$ cat config.mk
export PLATFORM = sky130hd
export DESIGN_NAME = mas_recover
export DESIGN_NICKNAME = d
export VERILOG_FILES = /design/src/rtl/mas_recover.sv
export SDC_FILE = /design/constraint.sdc
export NUM_CORES = 1
export LEC_CHECK = 0
export ABC_AREA = 1
export BUFFER_PORTS_ARGS = -buffer_cell sky130_fd_sc_hd__buf_2
export CORE_UTILIZATION = 49
export DETAILED_ROUTE_END_ITERATION = 6
export PLACE_DENSITY_LB_ADDON = 0.3
export RECOVER_POWER = 25
export SETUP_SLACK_MARGIN = 0.05
export SLEW_MARGIN = 20
export SYNTH_ARGS = -nofsm -noshare
export SYNTH_HDL_FRONTEND = slang
export SYNTH_SLANG_ARGS = --single-unit
$ cat constraint.sdc
create_clock -name clk -period 1.4 [get_ports clk]
set_clock_uncertainty 0.2 [all_clocks]
set_input_delay 0.14 -clock clk [delete_from_list [all_inputs] [get_ports clk]]
set_output_delay 0.14 -clock clk [all_outputs]
set_load 0.01 [all_outputs]
$ cat src/rtl/mas_recover.sv
// Streaming inverse of the modular add/subtract unit: recovers Din2 from (Dout, Din1, Sel, Q).
// Two-stage valid/ready pipeline with a saturating count of delivered error results.
module mas_recover #(
  parameter int CNT_W = 8
) (
  input  logic             clk,
  input  logic             rst,
  input  logic             in_valid,
  output logic             in_ready,
  input  logic [3:0]       Dout,
  input  logic [3:0]       Din1,
  input  logic [1:0]       Sel,
  input  logic [4:0]       Q,
  output logic             out_valid,
  input  logic             out_ready,
  output logic [3:0]       Din2,
  output logic             out_err,
  output logic [CNT_W-1:0] err_cnt
);

  logic              s1_valid_q, s1_valid_d;
  logic signed [5:0] s1_t_q, s1_t_d;
  logic [4:0]        s1_mod_q, s1_mod_d;
  logic              s1_legal_q, s1_legal_d;
  logic              s2_valid_q, s2_valid_d;
  logic [3:0]        s2_din2_q, s2_din2_d;
  logic              s2_err_q, s2_err_d;
  logic [CNT_W-1:0]  err_cnt_q, err_cnt_d;

  logic              s1_adv, s2_adv, in_fire, out_fire, legal_in;
  logic signed [5:0] t_in, t_fix;

  always_comb begin
    // NOTE: every signal written here gets a default first, so no path can infer a latch.
    s1_valid_d = s1_valid_q;
    s1_t_d     = s1_t_q;
    s1_mod_d   = s1_mod_q;
    s1_legal_d = s1_legal_q;
    s2_valid_d = s2_valid_q;
    s2_din2_d  = s2_din2_q;
    s2_err_d   = s2_err_q;
    err_cnt_d  = err_cnt_q;

    s2_adv   = !s2_valid_q || out_ready;
    s1_adv   = !s1_valid_q || s2_adv;
    in_fire  = in_valid && s1_adv;
    out_fire = s2_valid_q && out_ready;

    legal_in = (Q >= 5'd2) && (Q <= 5'd15) && ({1'b0, Dout} < Q) &&
               ({1'b0, Din1} < Q) && !Sel[1];
    t_in = Sel[0] ? ($signed({2'b00, Din1}) - $signed({2'b00, Dout}))
                  : ($signed({2'b00, Dout}) - $signed({2'b00, Din1}));
    // t lies in (-Q, Q), so one conditional add of Q lands it in [0, Q).
    t_fix = s1_t_q[5] ? (s1_t_q + $signed({1'b0, s1_mod_q})) : s1_t_q;

    if (s1_adv) begin
      s1_valid_d = in_valid;
      if (in_fire) begin
        s1_t_d     = t_in;
        s1_mod_d   = Q;
        s1_legal_d = legal_in;
      end
    end

    if (s2_adv) begin
      s2_valid_d = s1_valid_q;
      if (s1_valid_q) begin
        s2_din2_d = s1_legal_q ? t_fix[3:0] : 4'd0;
        s2_err_d  = !s1_legal_q;
      end
    end

    if (out_fire && s2_err_q && (err_cnt_q != {CNT_W{1'b1}}))
      err_cnt_d = err_cnt_q + CNT_W'(1);
  end

  always_ff @(posedge clk or posedge rst) begin
    if (rst) begin
      // NOTE: data registers are reset too; Din2 must read 0 out of reset, and these are plain flops, not a memory.
      s1_valid_q <= 1'b0;
      s1_t_q     <= '0;
      s1_mod_q   <= '0;
      s1_legal_q <= 1'b0;
      s2_valid_q <= 1'b0;
      s2_din2_q  <= '0;
      s2_err_q   <= 1'b0;
      err_cnt_q  <= '0;
    end else begin
      // NOTE: non-blocking assignments so every flop samples pre-edge values.
      s1_valid_q <= s1_valid_d;
      s1_t_q     <= s1_t_d;
      s1_mod_q   <= s1_mod_d;
      s1_legal_q <= s1_legal_d;
      s2_valid_q <= s2_valid_d;
      s2_din2_q  <= s2_din2_d;
      s2_err_q   <= s2_err_d;
      err_cnt_q  <= err_cnt_d;
    end
  end

  assign in_ready  = s1_adv;
  assign out_valid = s2_valid_q;
  assign Din2      = s2_din2_q;
  assign out_err   = s2_err_q;
  assign err_cnt   = err_cnt_q;

endmodule

[Word-level counts from Yosys, hierarchy flattened]
Cells that the tools add are included.
Storage, ports and cells
  register bits after elaboration: 26
  bits of input ports: 19
  output and inout bits: 15
  word-level logic and storage cells: 36
Cells by class
  add/sub/neg operators: 4
  $lt $le $gt $ge: 4
  eq/ne operators: 1
  mux-type cells: 3
  reduce and logical (&&, ||, !) cells: 16
Operator list (count)
  $lt A4 B5 Y1: 2
  $sub A4 B4 Y5: 2
  $add A8 B1 Y8 const B: 1
  $logic_and A1 B1 Y1: 8
  $mux W4: 2
  $ne A8 B8 Y1 const B: 1
  $mux W6: 1
  $ge A5 B2 Y1 const B: 1
  $le A5 B4 Y1 const B: 1
  $add A4 B4 Y4: 1
  $logic_not A1 Y1: 4
  $reduce_and A2 Y1: 2
  $logic_or A1 B1 Y1: 2

[Logic depth before layout (Yosys ltp)]
  word-level depth: 5
  depth in mapped cells: 9
  gate-level depth less buffers: 9

[Worst setup path before layout]
Ideal clock, no wire load.
  path kind: flip-flop to flip-flop
  start: register s1_t_q[0]
  end: register s2_din2_q[1] (netlist: Din2[1])
  setup time: 0.083 ns
  data arrival time: 1.281 ns
  data required time: 1.117 ns
  setup slack: -0.164 ns
  stages on the path, launching flop included: 7
  buffers on the path: 0
  period minus slack after synthesis: 1.564 ns
  cells stage by stage: dfrtp_1 -> ha_1 -> inv_1 -> fa_1 -> nand2_1 -> o21ai_0 -> o21ai_0
Between the ends
  word-level cells in the longest chain between the ends: 3
Ends and longest elaborated chain
  from (decl): line 22  | logic signed [5:0] s1_t_q, s1_t_d;
  from (signal assigned): line 91  | s1_t_q <= s1_t_d;
  $add A4 B4 Y4: line 54  | t_fix = s1_t_q[5] ? (s1_t_q + $signed({1'b0, s1_mod_q})) : s1_t_q;
  $mux W4: line 54
  $mux W4: line 68  | s2_din2_d = s1_legal_q ? t_fix[3:0] : 4'd0;
  to (signal assigned): line 95  | s2_din2_q <= s2_din2_d;
  to (decl): line 26  | logic [3:0] s2_din2_q, s2_din2_d;
Every way passes these cells.
A chain may end at the register's enable or synchronous reset.

[Worst setup path after layout]
  start: register s1_t_q[0]
  end: register s2_din2_q[2] (netlist: Din2[2])
Same word-level chain as after synthesis.

==> results_dict.tcl <==
set metrics [dict create \
    crit_type "register to register" \
    grt_first_pass_wirelength_mm 6.19 \
    insertedDiodeCount 0 \
    die_x_um 60.7 \
    hp-class "input pin to register" \
    worstReg2RegEnd "Din2[2]" \
    crit_path_max_fanout 2 \
    place.gp.congestion 0.868 \
    fillers 222 \
    setup_viol_count_final 11 \
    die_area_sq_um 3680 \
    arrival_ns 1.61 \
    grt_pass1_vias 1433 \
    final_util 0.767 \
    grt_max_degree 26 \
    grt_usage 0.226 \
    start_util 0.535 \
    pre_cts_slack_ns -0.226 \
    clk_pin_slew_ns 0.14 \
    cts_tree "yes" \
    syn-num-nets 256 \
    setup.worst_path.start_class "register" \
    critPathCapture "Din2[2]" \
    cts.path.max_buffers 2 \
    htree_levels 1 \
    synthToLayoutAreaGrowth_pct 43.2 \
    placement.io_buffers 33 \
    combPwrFrac 0.522 \
    cts_made_buffers 3 \
    dieHeight_um 60.7 \
    sw_frac_of_total 0.378 \
    max_freq_mhz 623 \
    intPower_mw 1.75 \
    cap_violations 0 \
    violations "hold timing, setup timing" \
    status "complete, but fails checks" \
    insertion_delay_ns 0.31 \
    hold_viol 2 \
    vias_per_cell 4.84 \
    whs_ns -0.0878 \
    p_total_mw 2.80 \
    p_switching_mw 1.06 \
    tightest_slew_ns 0.625 \
    core-area_sq_um 3150 \
    cts_sinks 25 \
    num_io_pins 34 \
    post-route-min-period_ns 1.61 \
    cp-end-kind "register" \
    row_count 20 \
    yosys_warnings 0 \
    synth_area_sq_um 1690 \
    crit_start "s1_t_q[0]" \
    ys_seq_area_frac 0.371 \
    root_buffer "clkbuf_4" \
    netlist_instances 216 \
    p_seq_frac 0.365 \
    ir_drop_mv 1.07 \
    rsz0062_at_grt "yes" \
    p_leak_nw 1.32 \
    syn_avg_cell_area_sq_um 7.81 \
    overflow 0 \
    pwr-share-clk 0.113 \
    routed-via-count 1613 \
    routed_wl_mm 4.01 \
    antenna_found_initial 0 \
    antenna_left 0 \
    yosysUniqueCellTypes 24 \
    fin_crit_sh 1.15 \
    powerDensity_nw_per_um2 1160 \
    ys_ff_latch 25 \
    slew_viol_final 0 \
    rrSetupSlack_ns -0.21 \
    first_iter_violations 70 \
    r2r_start "s1_t_q[0]" \
    slew_headroom 0.583 \
    reg2reg_depth 7 \
    layout-drive-gt1-share 0.343 \
    wl_per_cell_um 12.1 \
    post-dp-hpwl_mm 2.76 \
    required_ns 1.40 \
    drc 0 \
    drtPass1Iterations 4 \
    fin_ws_ns -0.206 \
    num-nets-final 330 \
]
[synthesized netlist by cell type, drive strengths merged]
cell type	n	share of area
nand4	3	0.011
o221ai	1	0.0052
a31oi	2	0.0074
nand3	14	0.042
a21oi	8	0.024
dfrtp	25	0.37
nand2	63	0.15
ha	18	0.13
mux2i	1	0.0059
buf	2	0.0059
fa	3	0.036
xnor2	4	0.021
o21ai	16	0.050
inv	37	0.085
nor2	14	0.031
xor2	2	0.010
clkbuf	1	0.0022
nor3	2	0.013
[cells by family after synthesis]
| group | count (synthesis) | synth area share |
|---|---|---|
| flops | 25 | 0.371 |
| mux | 1 | 0.00593 |
| simple gates | 96 | 0.244 |
| buf+inv | 40 | 0.0934 |
| fa+ha+maj | 21 | 0.169 |
| compound gates | 27 | 0.0860 |
| xor+xnor | 6 | 0.0311 |
[registers in the layout, indices dropped and copies added, names as in the netlist]
name	flops
err_cnt	8
s1_t_q	5
Din2	4
s1_mod_q	4
out_err	1
out_valid	1
s1_legal_q	1
s1_valid_q	1
[placed cells by master (no fill, tap or decap), types with 7 or more instances in the layout]
| cell type | count |
|---|---|
| a21oi_1 | 8 |
| buf_2 | 26 |
| buf_4 | 22 |
| buf_6 | 13 |
| dfrtp_1 | 24 |
| dlygate4sd3_1 | 9 |
| ha_1 | 15 |
| inv_1 | 33 |
| nand2_1 | 52 |
| nand2_2 | 9 |
| nand3_1 | 11 |
| nor2_1 | 10 |
| o21ai_0 | 8 |
| o21ai_1 | 7 |
[worst max-delay path, cell delays in order, from the launching register on]
cell and delay (ns):
dfrtp_1 0.38, ha_2 0.19, inv_2 0.04, fa_2 0.33
nand2_1 0.07, nand2_1 0.07, o221ai_2 0.16, nand2_1 0.07
[power by group through the flow]
stage | combinational [mW] | sequential (mW) | clock (mW)
floorplan | 0.542 | 1.06 | 0
global placement | 1.02 | 0.993 | 0
detailed placement | 1.05 | 0.999 | 0
CTS | 1.31 | 1.01 | 0.331
global route | 1.60 | 1.04 | 0.357
finish | 1.46 | 1.02 | 0.317
[layer usage]
layer	share of wire	global-route usage
met5	0	0
met2	0.47	0.396
met1	0.48	0.300
met3	0.043	0.0192
met4	0.0067	0.0649
[worst min path at each step]
stage              start  slack, ns          to  cells after the start
6_report       out_ready      -0.09   out_valid                      4
3_3_place_gp         rst      0.003  err_cnt[6]                      3
3_5_place_dp         rst      0.003  err_cnt[6]                      3
4_1_cts        out_ready       -0.1  s1_valid_q                      4
5_1_grt        out_ready      -0.09   out_valid                      4
2_1_floorplan        rst      -0.03     Din2[0]                      1
[through the flow]
step / cells / TNS (ns) / instance area, sq um
6_report: 333 / -1.13 / 2420
5_1_grt: 333 / -1.87 / 2420
4_1_cts: 329 / -0.996 / 2310
3_5_place_dp: 310 / -1.46 / 2080
3_3_place_gp: 310 / -1.04 / 2080
2_1_floorplan: 216 / -1.08 / 1720
[area by class of cell]
class | instances | area [sq um] | share of cell area
sequential | 25 | 627 | 0.259
multi-input combinational | 152 | 1030 | 0.425
inverter | 37 | 144 | 0.0595
tap | 44 | 55.1 | 0.0228
timing repair buffer | 71 | 537 | 0.222
clock buffer | 4 | 26.3 | 0.0109
[what timing repair did]
action | CTS | global route
hold buffers | 8 | 1
endpoints found under the hold margin | 34 | 3
resized for setup | 21 | 21
buffers inserted | 6 | 4
cloned | 1 | 0
pin swaps | 8 | 8
endpoints found under the setup margin | 16 | 21
No activity file was read; power rests on OpenSTA's default activity.
